File: src/rtl/cpu_fwd_pkg.sv
// Shared forwarding definitions for the hazard/forwarding control unit and the
// operand forwarding stage.
package cpu_fwd_pkg;

  localparam int FWD_REG = 0;
  localparam int FWD_MEM = 1;
  localparam int FWD_ALU = 2;

  // Width of the select field for the baseline three-source configuration.
  localparam int FWD_NSRC_BASE = 3;

  typedef logic [$clog2(FWD_NSRC_BASE)-1:0] fwd_sel_t;

  typedef enum logic [1:0] {
    SKID_EMPTY = 2'd0,
    SKID_ONE   = 2'd1,
    SKID_FULL  = 2'd2
  } skid_state_e;

  function automatic int fwd_selw(input int nsrc);
    return (nsrc > 2) ? $clog2(nsrc) : 1;
  endfunction

  function automatic logic fwd_sel_legal(input int sel, input int nsrc);
    return (sel < nsrc);
  endfunction

endpackage

File: src/rtl/operand_fwd_reg_if.sv
// Operand forwarding stage bus: packed sources + select in, registered operand out.
interface operand_fwd_reg_if
  import cpu_fwd_pkg::*;
#(
  parameter int WIDTH = 32,
  parameter int NSRC  = 3,
  parameter int SELW  = fwd_selw(NSRC)
);

  logic [NSRC*WIDTH-1:0] data_i;
  logic [SELW-1:0]       select_i;
  logic                  valid_i;
  logic                  ready_o;
  logic                  flush_i;
  logic [WIDTH-1:0]      data_o;
  logic                  valid_o;
  logic                  ready_i;
  logic                  sel_err_o;

  modport slave (
    input  data_i, select_i, valid_i, flush_i, ready_i,
    output ready_o, data_o, valid_o, sel_err_o
  );

  modport master (
    output data_i, select_i, valid_i, flush_i, ready_i,
    input  ready_o, data_o, valid_o, sel_err_o
  );

endinterface

File: src/rtl/pipe_skid_buf.sv
// Two-entry skid buffer with synchronous flush; ready toward upstream depends
// only on buffer state, never on the downstream ready.
module pipe_skid_buf
  import cpu_fwd_pkg::*;
#(
  parameter int WIDTH = 32
) (
  input  logic             clk_i,
  input  logic             rst_i,
  input  logic             flush_i,
  input  logic [WIDTH-1:0] in_data,
  input  logic             in_vld,
  output logic             in_rdy,
  output logic [WIDTH-1:0] out_data,
  output logic             out_vld,
  input  logic             out_rdy
);

  skid_state_e      state_p1, state_d;
  logic [WIDTH-1:0] main_data_p1, main_data_d;
  logic [WIDTH-1:0] skid_data_p1, skid_data_d;
  logic             accept_p0;

  assign in_rdy   = (state_p1 != SKID_FULL);
  assign out_vld  = (state_p1 != SKID_EMPTY);
  assign out_data = main_data_p1;

  always_ff @(posedge clk_i or posedge rst_i) begin
    if (rst_i) begin
      state_p1     <= SKID_EMPTY;
      main_data_p1 <= '0;
      skid_data_p1 <= '0;
    end else begin
      state_p1     <= state_d;
      main_data_p1 <= main_data_d;
      skid_data_p1 <= skid_data_d;
    end
  end

  // Main entry always drives the output; skid only fills when main is stalled.
  always_comb begin
    state_d     = state_p1;
    main_data_d = main_data_p1;
    skid_data_d = skid_data_p1;
    accept_p0   = in_vld & in_rdy;
    if (flush_i) begin
      state_d = SKID_EMPTY;
    end else begin
      unique case (state_p1)
        SKID_EMPTY: begin
          if (accept_p0) begin
            main_data_d = in_data;
            state_d     = SKID_ONE;
          end
        end
        SKID_ONE: begin
          if (accept_p0) begin
            if (out_rdy) begin
              main_data_d = in_data;
            end else begin
              skid_data_d = in_data;
              state_d     = SKID_FULL;
            end
          end else if (out_rdy) begin
            state_d = SKID_EMPTY;
          end
        end
        SKID_FULL: begin
          if (out_rdy) begin
            main_data_d = skid_data_p1;
            state_d     = SKID_ONE;
          end
        end
        default: state_d = SKID_EMPTY;
      endcase
    end
  end

endmodule

File: src/rtl/operand_fwd_reg.sv
// Operand forwarding stage: selects one of NSRC sources (falling back to the
// last legal operand on a bad select) and registers it behind a skid buffer.
module operand_fwd_reg
  import cpu_fwd_pkg::*;
#(
  parameter int WIDTH = 32,
  parameter int NSRC  = 3,
  parameter int SELW  = fwd_selw(NSRC)
) (
  input logic               clk_i,
  input logic               rst_i,
  operand_fwd_reg_if.slave  bus
);

  logic [WIDTH-1:0] sel_data_p0;
  logic             sel_legal_p0;
  logic             accept_p0;
  logic             buf_rdy;
  logic [WIDTH-1:0] last_q;
  logic             err_p1;

  // Stage 0: source mux; an out-of-range select replays the last legal operand.
  always_comb begin
    sel_data_p0 = last_q;
    for (int k = 0; k < NSRC; k++) begin
      if (int'(bus.select_i) == k) begin
        sel_data_p0 = bus.data_i[k*WIDTH +: WIDTH];
      end
    end
  end

  assign sel_legal_p0 = fwd_sel_legal(int'(bus.select_i), NSRC);
  assign accept_p0    = bus.valid_i & buf_rdy;
  assign bus.ready_o  = buf_rdy;

  // Stage 1: hold register and error pulse; last_q survives a flush.
  always_ff @(posedge clk_i or posedge rst_i) begin
    if (rst_i) begin
      last_q <= '0;
      err_p1 <= 1'b0;
    end else begin
      if (accept_p0 && sel_legal_p0) begin
        last_q <= sel_data_p0;
      end
      err_p1 <= accept_p0 & ~sel_legal_p0 & ~bus.flush_i;
    end
  end

  assign bus.sel_err_o = err_p1;

  pipe_skid_buf #(
    .WIDTH (WIDTH)
  ) u_skid (
    .clk_i    (clk_i),
    .rst_i    (rst_i),
    .flush_i  (bus.flush_i),
    .in_data  (sel_data_p0),
    .in_vld   (bus.valid_i),
    .in_rdy   (buf_rdy),
    .out_data (bus.data_o),
    .out_vld  (bus.valid_o),
    .out_rdy  (bus.ready_i)
  );

endmodule

File: src/flat_wrapper.sv
// flat-port wrapper written by rule: the top's interface ports become plain ports
module operand_fwd_reg_flat import cpu_fwd_pkg::*;
#(
  parameter int WIDTH = 32,
  parameter int NSRC  = 3,
  parameter int SELW  = fwd_selw(NSRC)
)
  (clk_i, rst_i, bus_data_i, bus_select_i, bus_valid_i, bus_flush_i, bus_ready_i, bus_ready_o, bus_data_o, bus_valid_o, bus_sel_err_o);
  operand_fwd_reg_if #(.WIDTH(WIDTH), .NSRC(NSRC), .SELW(SELW)) bus_i ();
  input logic clk_i;
  input logic rst_i;
  input wire logic [$bits(bus_i.data_i)-1:0] bus_data_i;
  input wire logic [$bits(bus_i.select_i)-1:0] bus_select_i;
  input wire logic [$bits(bus_i.valid_i)-1:0] bus_valid_i;
  input wire logic [$bits(bus_i.flush_i)-1:0] bus_flush_i;
  input wire logic [$bits(bus_i.ready_i)-1:0] bus_ready_i;
  output wire logic [$bits(bus_i.ready_o)-1:0] bus_ready_o;
  output wire logic [$bits(bus_i.data_o)-1:0] bus_data_o;
  output wire logic [$bits(bus_i.valid_o)-1:0] bus_valid_o;
  output wire logic [$bits(bus_i.sel_err_o)-1:0] bus_sel_err_o;
  assign bus_i.data_i = bus_data_i;
  assign bus_i.select_i = bus_select_i;
  assign bus_i.valid_i = bus_valid_i;
  assign bus_i.flush_i = bus_flush_i;
  assign bus_i.ready_i = bus_ready_i;
  assign bus_ready_o = bus_i.ready_o;
  assign bus_data_o = bus_i.data_o;
  assign bus_valid_o = bus_i.valid_o;
  assign bus_sel_err_o = bus_i.sel_err_o;
  operand_fwd_reg #(.WIDTH(WIDTH), .NSRC(NSRC), .SELW(SELW)) u_core (.clk_i(clk_i), .rst_i(rst_i), .bus(bus_i));
endmodule
File: config.mk
export PLATFORM = sky130hd
export DESIGN_NAME = operand_fwd_reg_flat
export DESIGN_NICKNAME = d
export VERILOG_FILES = /design/src/rtl/cpu_fwd_pkg.sv /design/src/rtl/operand_fwd_reg_if.sv /design/src/rtl/pipe_skid_buf.sv /design/src/rtl/operand_fwd_reg.sv /design/src/flat_wrapper.sv
export SDC_FILE = /design/constraint.sdc
export NUM_CORES = 1
export LEC_CHECK = 0
export ABC_AREA = 1
export CORE_AREA = 2 2 91 129
export CTS_BUF_LIST = sky130_fd_sc_hd__clkbuf_2 sky130_fd_sc_hd__clkbuf_4 sky130_fd_sc_hd__clkbuf_8
export CTS_CLUSTER_DIAMETER = 40
export DETAILED_ROUTE_END_ITERATION = 8
export DIE_AREA = 0 0 93 131
export PLACE_DENSITY = 0.78
export SLEW_MARGIN = 25
export SYNTH_ARGS = -nofsm -noshare
export SYNTH_HDL_FRONTEND = slang
export SYNTH_HIERARCHICAL = 1
export SYNTH_SLANG_ARGS = --single-unit
File: constraint.sdc
create_clock -name clk_i -period 2.06 [get_ports clk_i]
set_input_delay 0.206 -clock clk_i [delete_from_list [all_inputs] [get_ports clk_i]]
set_output_delay 0.206 -clock clk_i [all_outputs]
set_load 0.03 [all_outputs]
Word level (Yosys, flattened, before mapping)
Index checks and enable logic that the tools add are counted.

storage, ports and cells
  register bits = 99
  output and inout bits = 35
  bits of input ports = 103

operators by class
  mux-type cells = 15
  bitwise operators = 6
  reduce and logical (&&, ||, !) cells = 8
  $lt $le $gt $ge = 1
  equal/unequal tests = 13

operator list
  cell                                                                     count
  32-bit two-way mux                                                       7
  32-bit case mux with 3 select lines                                      1
  2-bit two-way mux                                                        6
  4-bit AND reduction                                                      2
  2-bit equality test, second input constant                               3
  2-bit inequality test, second input constant                             3
  2-bit case mux with 3 select lines                                       1
  6-bit AND reduction                                                      1
  2-bit zero test                                                          2
  2-bit by 1-bit inequality test with 1-bit output, second input constant  2
  4-bit by 3-bit inequality test with 1-bit output, second input constant  1
  4-bit inequality test, second input constant                             1
  1-bit bitwise AND                                                        3
  3-bit by 2-bit inequality test with 1-bit output, second input constant  1
  3-bit inequality test, second input constant                             1
  1-bit inverter                                                           3
  3-bit nonzero test                                                       1
  2-bit by 1-bit equality test with 1-bit output, second input constant    1
  2-bit less-than comparator, second input constant                        1
  2-bit nonzero test                                                       1
  1-bit logical AND                                                        1

Logic depth before layout (Yosys ltp)
Gate-level depths: netlist of the first run.

  depth after elaboration = 7
  mapped depth = 10
  depth with buffers taken out = 8

By module
The synthesis of the first run kept the hierarchy.

by module, submodules not included
  module           area each (µm²)  instances  cells each  seq. area each (µm²)
  pipe_skid_buf    3031.7           1          377         1651.6
  operand_fwd_reg  2479.9           1          356         825.8

Worst setup path after synthesis of the first run
Ideal clock, no wire load.

  kind = register -> register
  start = register u_core.u_skid.state_p1[1]
  end = register u_core.last_q[14]
  cell stages (with the launch flop) = 10
  data arrival time = 1.502 ns
  setup slack = 0.441 ns
  period minus slack after synthesis = 1.619 ns
  library setup time = 0.117 ns
  path through = dfrtp_1 buf_6 nand2_4 buf_2 nand2_1 a21oi_4 inv_2 buf_2 nand2_1 nand2_1

between the ends
  longest elaborated chain between the ends = 3

ends and longest elaborated chain
  what                    RTL line               source
  start, declared         pipe_skid_buf.sv:19    skid_state_e state_p1, state_d;
  start signal, assigned  pipe_skid_buf.sv:34    state_p1 <= state_d;
  2-bit inequality test   pipe_skid_buf.sv:24    assign in_rdy = (state_p1 != SKID_FULL);
  via bus_ready_o         flat_wrapper.sv:17     output wire logic [$bits(bus_i.ready_o)-1:0] bus_ready_o;
  1-bit bitwise AND       operand_fwd_reg.sv:33  assign accept_p0 = bus.valid_i & buf_rdy;
  1-bit logical AND       operand_fwd_reg.sv:42  if (accept_p0 && sel_legal_p0) begin
  end signal, assigned    operand_fwd_reg.sv:43  last_q <= sel_data_p0;
  end, declared           operand_fwd_reg.sv:19  logic [WIDTH-1:0] last_q;

The timed path passes the listed nets, and every way through them passes these cells.
A chain may end at the register's enable or synchronous reset.

Worst setup path in the final report of the first run
  start = register u_core.u_skid.state_p1[0]
  end = output port bus_ready_o

between the ends
  longest elaborated chain between the ends = 1

ends and longest elaborated chain
  what                   RTL line
  2-bit inequality test  pipe_skid_buf.sv:24
  end, declared          flat_wrapper.sv:17

No other way between the ends.

==> run metrics, run 1 <==
status completed; top post-synthesis cells by area dfrtp_1 (45%), nand2_1 (14%), nand3_1 (12%); wire length per cell between 15 and 20 µm; Slew Viols, Final 0; vias per cell 5.31; DRT Pass-1 Iters 7; synth cell count leaders nand2_1 (206), nand3_1 (136), dfrtp_1 (99); Max FO, Critical Path 10; Post-Syn Nets ~840; most frequent cell after synthesis nand2_1; core box area 11100 µm²; Synth top area share 44.9%; Skew-Pair Late Insertion Delay between 0.3 and 0.4 ns; Worst-Margin Slew 0.648 ns; Nets 953; worst path bufs/invs 2; # rows 46; die area 12200 µm²; Register Area 2480 µm²; busiest layer in global routing met2; n_diodes 0; post-detail-place hpwl 10900 µm; Max clock buf depth 2; CP Class reg -> out; DRC Markers 0; met3 GRT Util 2.41%; final WL 15100 µm; slowest stage delay, CP 0.69 ns; # setup viols final 0; synthesized area per cell 7.52 µm²; PwrDens 839 nW/µm²; Max-cap violations 0; Seq/Total Area, Yosys 44.9%; met2 Use GR 41.7%; Data required, critical path 1.85 ns; Die H 131 µm; async set-reset flop share out of synthesis 100%; initial antenna violation count 0; register bit total from synthesis 99; Setup crit end kind primary output; die span in x just over 90 µm; cell family with most CP delay buffers and inverters; total CTS buffers 9; Reg clk slew, reported paths 0.10 ns; RSZ-0062 raised after global routing no; total negative slack 0 ns; area occupied by multi-input gates 2550 µm²; skew final roughly 0.011 ns; GRT overflow 0; Root Driver clkbuf_8; Main synth FF type dfrtp_1; post-synth top area cell dfrtp_1; fillers slightly below 1k; via count 5302; maximum VDD drop between 300 and 400 µV; share of cells above drive strength 1 around 5.5%; met1 usage 35.5%; ANT nets after route 0; vias in the first global route approximately 5.1k; period utilization 94.9%; largest net degree at the start of global routing 66; Achievable Freq a little over 0.5 GHz; Post-Synthesis Cells 733; crit path time final 1.95 ns; gpl congestion about 0.86; PortBufs 137; Initial Util 49.9%; first-pass GRT wire length roughly 25000 µm; Crit-path slowest cell clkdlybuf4s50_1; CP Cell Sequence inv_2, nand2_4, clkdlybuf4s50_1; Tot GR Track Use 25.6%; H-tree levels 3; Initial DRC Count approximately 340; Slew headroom 56.6%; Leak about 0.0034 µW; TritonCTS clock tree yes; cell area after synthesis 5510 µm²; Clock Sinks just under 100; WP data arrival 1.75 ns; HP Class in -> async; Tot Pwr 6020 µW; Ports approximately 140; post-synth cell types 23; endpoints failing hold 0; Syn. warnings 6; element type at the critical path start flop; Layout area overhead 30.2%; Post-synth EDFFs 0
-- per-stage QoR --
stage                     hold WS, ns  cell area (µm²)  util [%]  cells  setup slack, ns
after floorplan                 0.277             5510         -    733            0.199
after detailed placement        0.460             6980      63.2    983          -0.0217
after CTS                       0.209             7180      64.9    999            0.100
final                           0.206             7180      64.9    999            0.106
after global placement          0.456             6980      63.2    983           0.0367
after global routing            0.248             7180      64.9    999           0.0127
-- path summary, 6_finish.rpt --
check	cells after the start	slack, ns	end	startpoint
min in group clk_i	2	0.48	u_core/u_skid/out_data[24]	u_core/u_skid/out_data[24]
min reg2reg	2	0.48	u_core/u_skid/out_data[24]	u_core/u_skid/out_data[24]
min	2	0.21	u_core/u_skid/skid_data_p1[3]	rst_i
max	3	0.11	bus_ready_o	u_core/u_skid/state_p1[0]
max reg2reg	6	0.27	u_core/u_skid/out_data[8]	u_core/u_skid/state_p1[1]
max in group asynchronous	3	1.32	u_core/u_skid/skid_data_p1[19]	rst_i
-- metal layers --
layer	up-vias	part of all wire, %
li1	2605	-
met5	-	0
met4	0	2.2
met1	2426	43
met3	35	6.1
met2	236	49
-- timing repair --
item | in CTS | in global routing
setup buffers | 0 | 0
hold endpoints to repair | 0 | 0
gates resized for setup | 1 | 0
hold buffers | 0 | 0
setup endpoints to repair | 1 | 0
-- sequential cells by signal (all words and copies together) (netlist names) --
name	count
u_core/bus.sel_err_o	1
u_core/u_skid/out_data	32
u_core/last_q	32
u_core/u_skid/skid_data_p1	32
u_core/u_skid/state_p1	2
-- layout make-up --
| type | instances | share of cell area [%] |
|---|---|---|
| multi-input combinational | 543 | 35.6 |
| sequential | 99 | 34.5 |
| timing repair buffer | 155 | 22.4 |
| tap | 144 | 2.51 |
| inverter | 42 | 2.30 |
| clock buffer | 10 | 1.83 |
| clock inverter | 6 | 0.907 |
-- cells by family after synthesis --
group | count (synthesis) | synth area share [%]
DFF | 99 | 44.9
AOI/OAI and AO/OA | 98 | 9.35
and+or+nand+nor | 445 | 36.8
buffers and inverters | 91 | 8.85
-- worst register-to-register path, delay by kind of cell, from the launching register on --
| family | cells | cell delay, ns |
|---|---|---|
| and+or+nand+nor | 4 | 0.83 |
| DFF | 1 | 0.50 |
| AOI/OAI and AO/OA | 1 | 0.22 |
| buffers and inverters | 1 | 0.15 |
-- placed cells by master, fill, tap and decap left out, types with 4 or more instances in the layout --
cell type / instances
a21oi_1: 30
and2_1: 32
buf_12: 8
buf_4: 10
clkbuf_8: 9
clkdlybuf4s50_1: 136
dfrtp_1: 99
inv_1: 37
inv_2: 4
nand2_1: 206
nand3_1: 135
nor2_1: 33
o21ai_0: 51
o21ai_1: 14
or2_0: 30
-- report_power, final --
part / internal, µW / switching, µW
clock: 578 / 682
sequential: 2460 / 241
combinational: 868 / 1190
(Power assumes the default switching activity.)
==> run 2, diff against run 1 <==
--- a/config.mk
+++ b/config.mk
@@ -6,12 +6,12 @@
 export NUM_CORES = 1
 export LEC_CHECK = 0
 export ABC_AREA = 1
-export CORE_AREA = 2 2 91 129
+export CORE_AREA = 2 2 107 150
 export CTS_BUF_LIST = sky130_fd_sc_hd__clkbuf_2 sky130_fd_sc_hd__clkbuf_4 sky130_fd_sc_hd__clkbuf_8
 export CTS_CLUSTER_DIAMETER = 40
 export DETAILED_ROUTE_END_ITERATION = 8
-export DIE_AREA = 0 0 93 131
-export PLACE_DENSITY = 0.78
+export DIE_AREA = 0 0 109 152
+export PLACE_DENSITY = 0.59
 export SLEW_MARGIN = 25
 export SYNTH_ARGS = -nofsm -noshare
 export SYNTH_HDL_FRONTEND = slang
==> run 2 against run 1 <==
Net effect: total power is 0.94% lower; combinational power about the same; routed wire length is 3.4% higher; core utilization down 18 points; critical path depth up 5; final cell count grew 4.9%; critical path type is now in -> reg; largest cell class unchanged.
==> run metrics, run 2 (synthesis results as in run 1) <==
Skew-Pair Late Insertion Delay 0.37 ns (about the same); period utilization 85.8% (-9.1 points); Root Driver clkbuf_8; H-tree levels 3 (unchanged); Nets 950 (-0.31%); Max-cap violations 0 (unchanged); Slew Viols, Final 0 (unchanged); Tot GR Track Use 19.6% (-6.0 points); sequential power share 44.9% (about the same); skew final 0.0115 ns (+0.000334 ns); post-detail-place hpwl 11300 µm (+3.5%); CP Cell Sequence clkdlybuf4s50_1, nand2_4, or2_1, and2_1, nand2_1, o21ai_0, nand3_1, nand2_1; P_sw 2180 µW (+2.9%); Initial DRC Count 255 (-26%); DRT Pass-1 Iters 4 (-3); # rows 54 (+17%); Achievable Freq 0.566 GHz (+11%); WP data arrival 2.03 ns (+0.28 ns); status completed; Ports 138 (unchanged); gpl congestion 0.837 (-3.0%); PortBufs 137 (unchanged); endpoints failing hold 0 (unchanged); Data required, critical path 2.32 ns (+0.47 ns); vias per cell 4.92 (-7.3%); largest net degree at the start of global routing 67 (+1.5%); cell family with most CP delay simple AND/OR/NAND/NOR gates; PwrDens 830 nW/µm² (-1.0%); fin util 46.8% (-18 points); final WL 15600 µm (+3.4%); maximum VDD drop 332 µV (-3.6%); Crit-path slowest cell clkdlybuf4s50_1; initial antenna violation count 0 (unchanged); die area 16600 µm² (+36%); vias in the first global route 5013 (-1.3%); cell with the most instances on the worst path nand2_1; total negative slack 0 ns (unchanged); crit path time final 1.77 ns (-0.187 ns); die span in x 109 µm (+17%); Initial Util 35.9% (-14 points); worst path bufs/invs 1 (-1); DRC Markers 0 (unchanged); placed cells 1032 (+5.0%); first-pass GRT wire length 25600 µm (+2.9%); # setup viols final 0 (unchanged); Leak 0.00342 µW (-0.75%); most frequent cells in the layout nand2_1 (206), nand3_1 (135), clkdlybuf4s50_1 (134); R2R Path End u_core/last_q[23]; setup bufs post-CTS 0 (unchanged); RSZ-0062 raised after global routing no; TritonCTS clock tree yes; n_diodes 0 (unchanged); Cell Area, Placed 6980 µm² (unchanged); GRT overflow 0 (unchanged); combinational share of power 34.2% (about the same); Max clock buf depth 2 (unchanged); element type at the critical path start input pin; slowest stage delay, CP 0.68 ns (about the same); share of cells above drive strength 1 5.28% (-0.22 points); wire length per cell 14.9 µm (-1.4%); Setup crit end kind flop; R2R depth 7 (+1); ANT nets after route 0 (unchanged); RR Startpoint u_core/u_skid/state_p1[0]; Max FO, Critical Path 32 (+22); Clock Sinks 99 (unchanged); via count 5157 (-2.7%); Finished Layout Cells 1048 (+4.9%); final instance area 7180 µm² (about the same); Die H 152 µm (+16%); Slew headroom 57.7% (+1.1 points); Reg clk slew, reported paths 0.11 ns (about the same); total CTS buffers 9 (unchanged); commonest non-fill, non-tap cell in the layout nand2_1; reg2reg setup slack 0.34 ns (+0.07 ns); clock power share 20.9% (about the same); Tot Pwr 5960 µW (-0.94%); HP Class in -> async; core box area 15300 µm² (+39%); Power Internal 3790 µW (-3.0%); Worst-Margin Slew 0.633 ns (-0.0150 ns); sw frac 36.5% (+1.4 points); Layout area overhead 30.3% (about the same); CP Class in -> reg
run 2: worst max path at each step:
stage | startpoint | endpoint | slack [ns] | depth (start not counted)
floorplan | rst_i | u_core/u_skid/out_data[0] | 0.20 | 1
global placement | bus_select_i[1] | u_core/u_skid/out_data[27] | -0.07 | 8
detailed placement | bus_select_i[1] | u_core/u_skid/out_data[27] | -0.11 | 8
CTS | u_core/u_skid/state_p1[1] | bus_valid_o | 0.0001 | 3
global route | bus_select_i[1] | u_core/u_skid/out_data[23] | 0.21 | 8
finish | bus_select_i[1] | u_core/u_skid/out_data[26] | 0.29 | 8
run 2: tightest hold or removal path: stages:
cell,delay [ns]
clkdlybuf4s50_1,0.43
inv_2,0.08
buf_12,0.29
run 2: power groups by stage:
stage,logic [µW],registers [µW],clock network (µW)
final,2040,2680,1240
after global routing,2260,2740,1380
after CTS,2060,2690,1290
after detailed placement,2060,2720,0
after global placement,2020,2700,0
after floorplan,943,3000,0
run 2: metrics by stage:
stage | hold slack [ns] | worst slack [ns]
after floorplan | 0.277 | 0.199
after global routing | 0.250 | 0.208
after CTS | 0.226 | 0.000102
final | 0.215 | 0.293
after global placement | 0.456 | -0.0689
after detailed placement | 0.457 | -0.109
run 2: area by class of cell:
class,count,area (µm²)
Inverter,42,165
Clock buffer,9,124
Tap cell,196,245
Clock inverter,7,71.3
Timing Repair Buffer,152,1550
Sequential cell,99,2480
Multi-Input combinational cell,543,2550
Fill cell,1559,8160
run 2: per-layer routing:
metal / vias to the layer above / wire, µm / part of all wire [%] / GRT usage, %
met5: - / 0 / 0 / 0
met4: 0 / 229 / 1.5 / 5.92
met3: 14 / 662 / 4.2 / 2.49
met2: 122 / 7730 / 49 / 31.3
met1: 2422 / 7020 / 45 / 27.5
li1: 2599 / - / - / -
run 2: timing repair:
action                     CTS  global route
resized for setup            0             2
hold buffers                 0             0
hold endpoints to repair     0             0
setup endpoints to repair    0             2
==> run 3, diff against run 2 <==
--- a/config.mk
+++ b/config.mk
@@ -5,13 +5,12 @@
 export SDC_FILE = /design/constraint.sdc
 export NUM_CORES = 1
 export LEC_CHECK = 0
-export ABC_AREA = 1
-export CORE_AREA = 2 2 107 150
+export CORE_AREA = 2 2 110 154
 export CTS_BUF_LIST = sky130_fd_sc_hd__clkbuf_2 sky130_fd_sc_hd__clkbuf_4 sky130_fd_sc_hd__clkbuf_8
 export CTS_CLUSTER_DIAMETER = 40
 export DETAILED_ROUTE_END_ITERATION = 8
-export DIE_AREA = 0 0 109 152
-export PLACE_DENSITY = 0.59
+export DIE_AREA = 0 0 112 156
+export PLACE_DENSITY = 0.58
 export SLEW_MARGIN = 25
 export SYNTH_ARGS = -nofsm -noshare
 export SYNTH_HDL_FRONTEND = slang
==> run 3 against run 2 <==
Net effect: critical path depth fell by 6; clock skew rose by 0.0058 ns; maximum frequency fell by 9.2%; sequential power barely moved; flip-flop and latch count did not move; register-to-register slack got worse by 0.15 ns; critical path type is now reg -> out; largest cell class unchanged; highest routed layer unchanged.
==> run metrics, run 3 <==
status completed; post-synth top area cell dfrtp_1; commonest non-fill, non-tap cell in the layout clkdlybuf4s50_1; die area 17500 µm² (+5.5%); endpoints failing hold 0 (unchanged); Post-Syn Nets 603 (-28%); skew final 0.0172 ns (+0.00576 ns); Post-Synthesis Cells 500 (-32%); TritonCTS clock tree yes; HP Class in -> async; total CTS buffers 9 (unchanged); GRT overflow 0 (unchanged); total negative slack 0 ns (unchanged); synthesized area per cell 11.6 µm² (+55%); Leak 0.00314 µW (-8.2%); Initial DRC Count 138 (-46%); Max FO, Critical Path 6 (-81%); Ports 138 (unchanged); most frequent cells in the layout clkdlybuf4s50_1 (134), dfrtp_1 (99), a21oi_1 (82); Initial Util 36.2% (+0.22 points); Achievable Freq 0.514 GHz (-9.2%); WP data arrival 1.74 ns (-0.29 ns); period utilization 94.4% (+8.7 points); Die H 156 µm (+2.6%); RSZ-0062 raised after global routing no; gpl congestion 0.783 (-6.5%); post-detail-place hpwl 10900 µm (-3.2%); Root Driver clkbuf_8; sw frac 32.1% (-4.4 points); share of cells above drive strength 1 24.3% (+19 points); PwrDens 817 nW/µm² (-1.6%); combinational share of power 35.0% (+0.8 points); via count 4313 (-16%); CP Class reg -> out; final setup margin 0.114 ns (-0.179 ns); post-synth cell types 32 (+39%); Skew-Pair Late Insertion Delay 0.37 ns (about the same); wire length per cell 18.0 µm (+21%); # rows 55 (+1.9%); Post-synth EDFFs 0 (unchanged); clock power share 21.0% (about the same); DRC Markers 0 (unchanged); Data required, critical path 1.85 ns (-0.47 ns); top post-synthesis cells by area dfrtp_1 (43%), mux2_4 (15%), mux2_2 (9.5%); DRT Pass-1 Iters 4 (unchanged); Reg clk slew, reported paths 0.10 ns (about the same); ANT nets after route 0 (unchanged); async set-reset flop share out of synthesis 100% (unchanged); most frequent cell after synthesis dfrtp_1; crit path time final 1.95 ns (+0.179 ns); vias per cell 5.20 (+5.7%); final WL 14900 µm (-4.6%); largest net degree at the start of global routing 52 (-22%); die span in x 112 µm (+2.8%); Syn. warnings 6 (unchanged); cell area after synthesis 5820 µm² (+5.6%); first-pass GRT wire length 23900 µm (-6.8%); Main synth FF type dfrtp_1; element type at the critical path start flop; PortBufs 137 (unchanged); Max-cap violations 0 (unchanged); initial antenna violation count 0 (unchanged); CP Cell Sequence or2_2, clkdlybuf4s50_1; # setup viols final 0 (unchanged); Max clock buf depth 2 (unchanged); n_diodes 0 (unchanged); pre-CTS setup slack 0.0698 ns (+0.179 ns); vias in the first global route 4522 (-9.8%); sequential power share 44.0% (-0.9 points); slowest stage delay, CP 0.59 ns (-0.09 ns); maximum VDD drop 443 µV (+33%); synth cell count leaders dfrtp_1 (99), a21oi_1 (82), mux2_4 (57); Tot Pwr 6170 µW (+3.4%); Seq/Total Area, Yosys 42.6% (-2.4 points); Tot GR Track Use 17.4% (-2.2 points); P_sw 1980 µW (-8.9%); H-tree levels 3 (unchanged); Layout area overhead 29.7%; core box area 16100 µm² (+5.0%); Nets 728 (-23%); Slew Viols, Final 0 (unchanged); Setup crit end kind primary output; Synth top area share 42.6% (-2.4 points); Slew headroom 49.8% (-8.0 points); Crit-path slowest cell clkdlybuf4s50_1; Clock Sinks 99 (unchanged); register bit total from synthesis 99 (unchanged); Worst-Margin Slew 0.754 ns (+0.120 ns); Power Internal 4190 µW (+11%)
run 3: changes by cell type in the layout (fill, tap and decap cells not counted), moves of 16 or more:
cell      previous run  this run
a21oi_1             30        82
and2_1              32         0
inv_1               37         1
mux2_1               0        22
mux2_2               0        49
mux2_4               0        57
mux2i_1              0        17
nand2_1            206         4
nand2b_1             0        16
nand3_1            135         0
o21ai_0             51        15
o22ai_1              0        32
or2_0               30         0
run 3: metrics by stage:
step	instance area, µm²	util, %	hold slack, ns	std cells
3_3_place_gp	7350	45.6	0.465	813
2_1_floorplan	5820	-	0.272	500
6_report	7550	46.9	0.173	829
5_1_grt	7550	46.9	0.210	829
4_1_cts	7550	46.9	0.167	829
3_5_place_dp	7350	45.6	0.477	813
run 3: logic make-up (layout without fill, tap and decap cells):
kind of cell           count (synthesis)  count (layout)  synth area share (%)
and+or+nand+nor                       63              63                  5.50
AOI/OAI and AO/OA                    148             148                  14.4
buffers and inverters                 45             175                  6.19
DFF                                   99              99                  42.6
muxes                                145             145                  31.4
run 3: power by group through the flow:
stage / logic [µW] / clock network (µW) / registers, µW
3_5_place_dp: 2180 / 0 / 2750
4_1_cts: 2190 / 1340 / 2710
5_1_grt: 2330 / 1420 / 2780
3_3_place_gp: 2130 / 0 / 2730
2_1_floorplan: 1060 / 0 / 3000
6_report: 2160 / 1290 / 2710
run 3: path summary, 6_finish.rpt:
path | start | end | slack [ns] | cells after the start
max in group asynchronous | rst_i | u_core/u_skid/skid_data_p1[12] | 1.37 | 3
min | rst_i | u_core/u_skid/skid_data_p1[1] | 0.17 | 2
min in group clk_i | bus_select_i[1] | u_core/last_q[10] | 0.28 | 3
min reg2reg | u_core/u_skid/skid_data_p1[24] | u_core/u_skid/skid_data_p1[24] | 0.49 | 1
max reg2reg | u_core/u_skid/state_p1[0] | u_core/u_skid/out_data[30] | 0.19 | 4
max | u_core/u_skid/state_p1[1] | bus_valid_o | 0.11 | 2
run 3: timing repair:
item / in CTS / in global routing
setup buffers: 0 / 0
hold endpoints to repair: 0 / 0
hold buffers: 0 / 0
endpoints found under the setup margin: 1 / 0
resized for setup: 1 / 0
run 3: layer usage:
metal / share of wire (%) / GRT usage (%) / wire (µm)
met2: 51 / 31.5 / 7680
met1: 40 / 19.6 / 5930
met4: 3.3 / 7.08 / 492
met3: 5.5 / 3.89 / 825
met5: 0 / 0 / 0
run 3: cell type report:
| class | count | area (µm²) |
|---|---|---|
| Timing Repair Buffer | 157 | 1630 |
| Sequential cell | 99 | 2480 |
| Clock inverter | 6 | 71.3 |
| Fill cell | 1538 | 8550 |
| Multi-Input combinational cell | 356 | 2990 |
| Tap cell | 199 | 249 |
| Clock buffer | 10 | 131 |
| Inverter | 2 | 7.51 |
run 3: critical path, delay by kind of cell (launching register included):
family,cells,cell delay [ns]
flops,1,0.46
simple gates,1,0.32
buf+inv,1,0.59
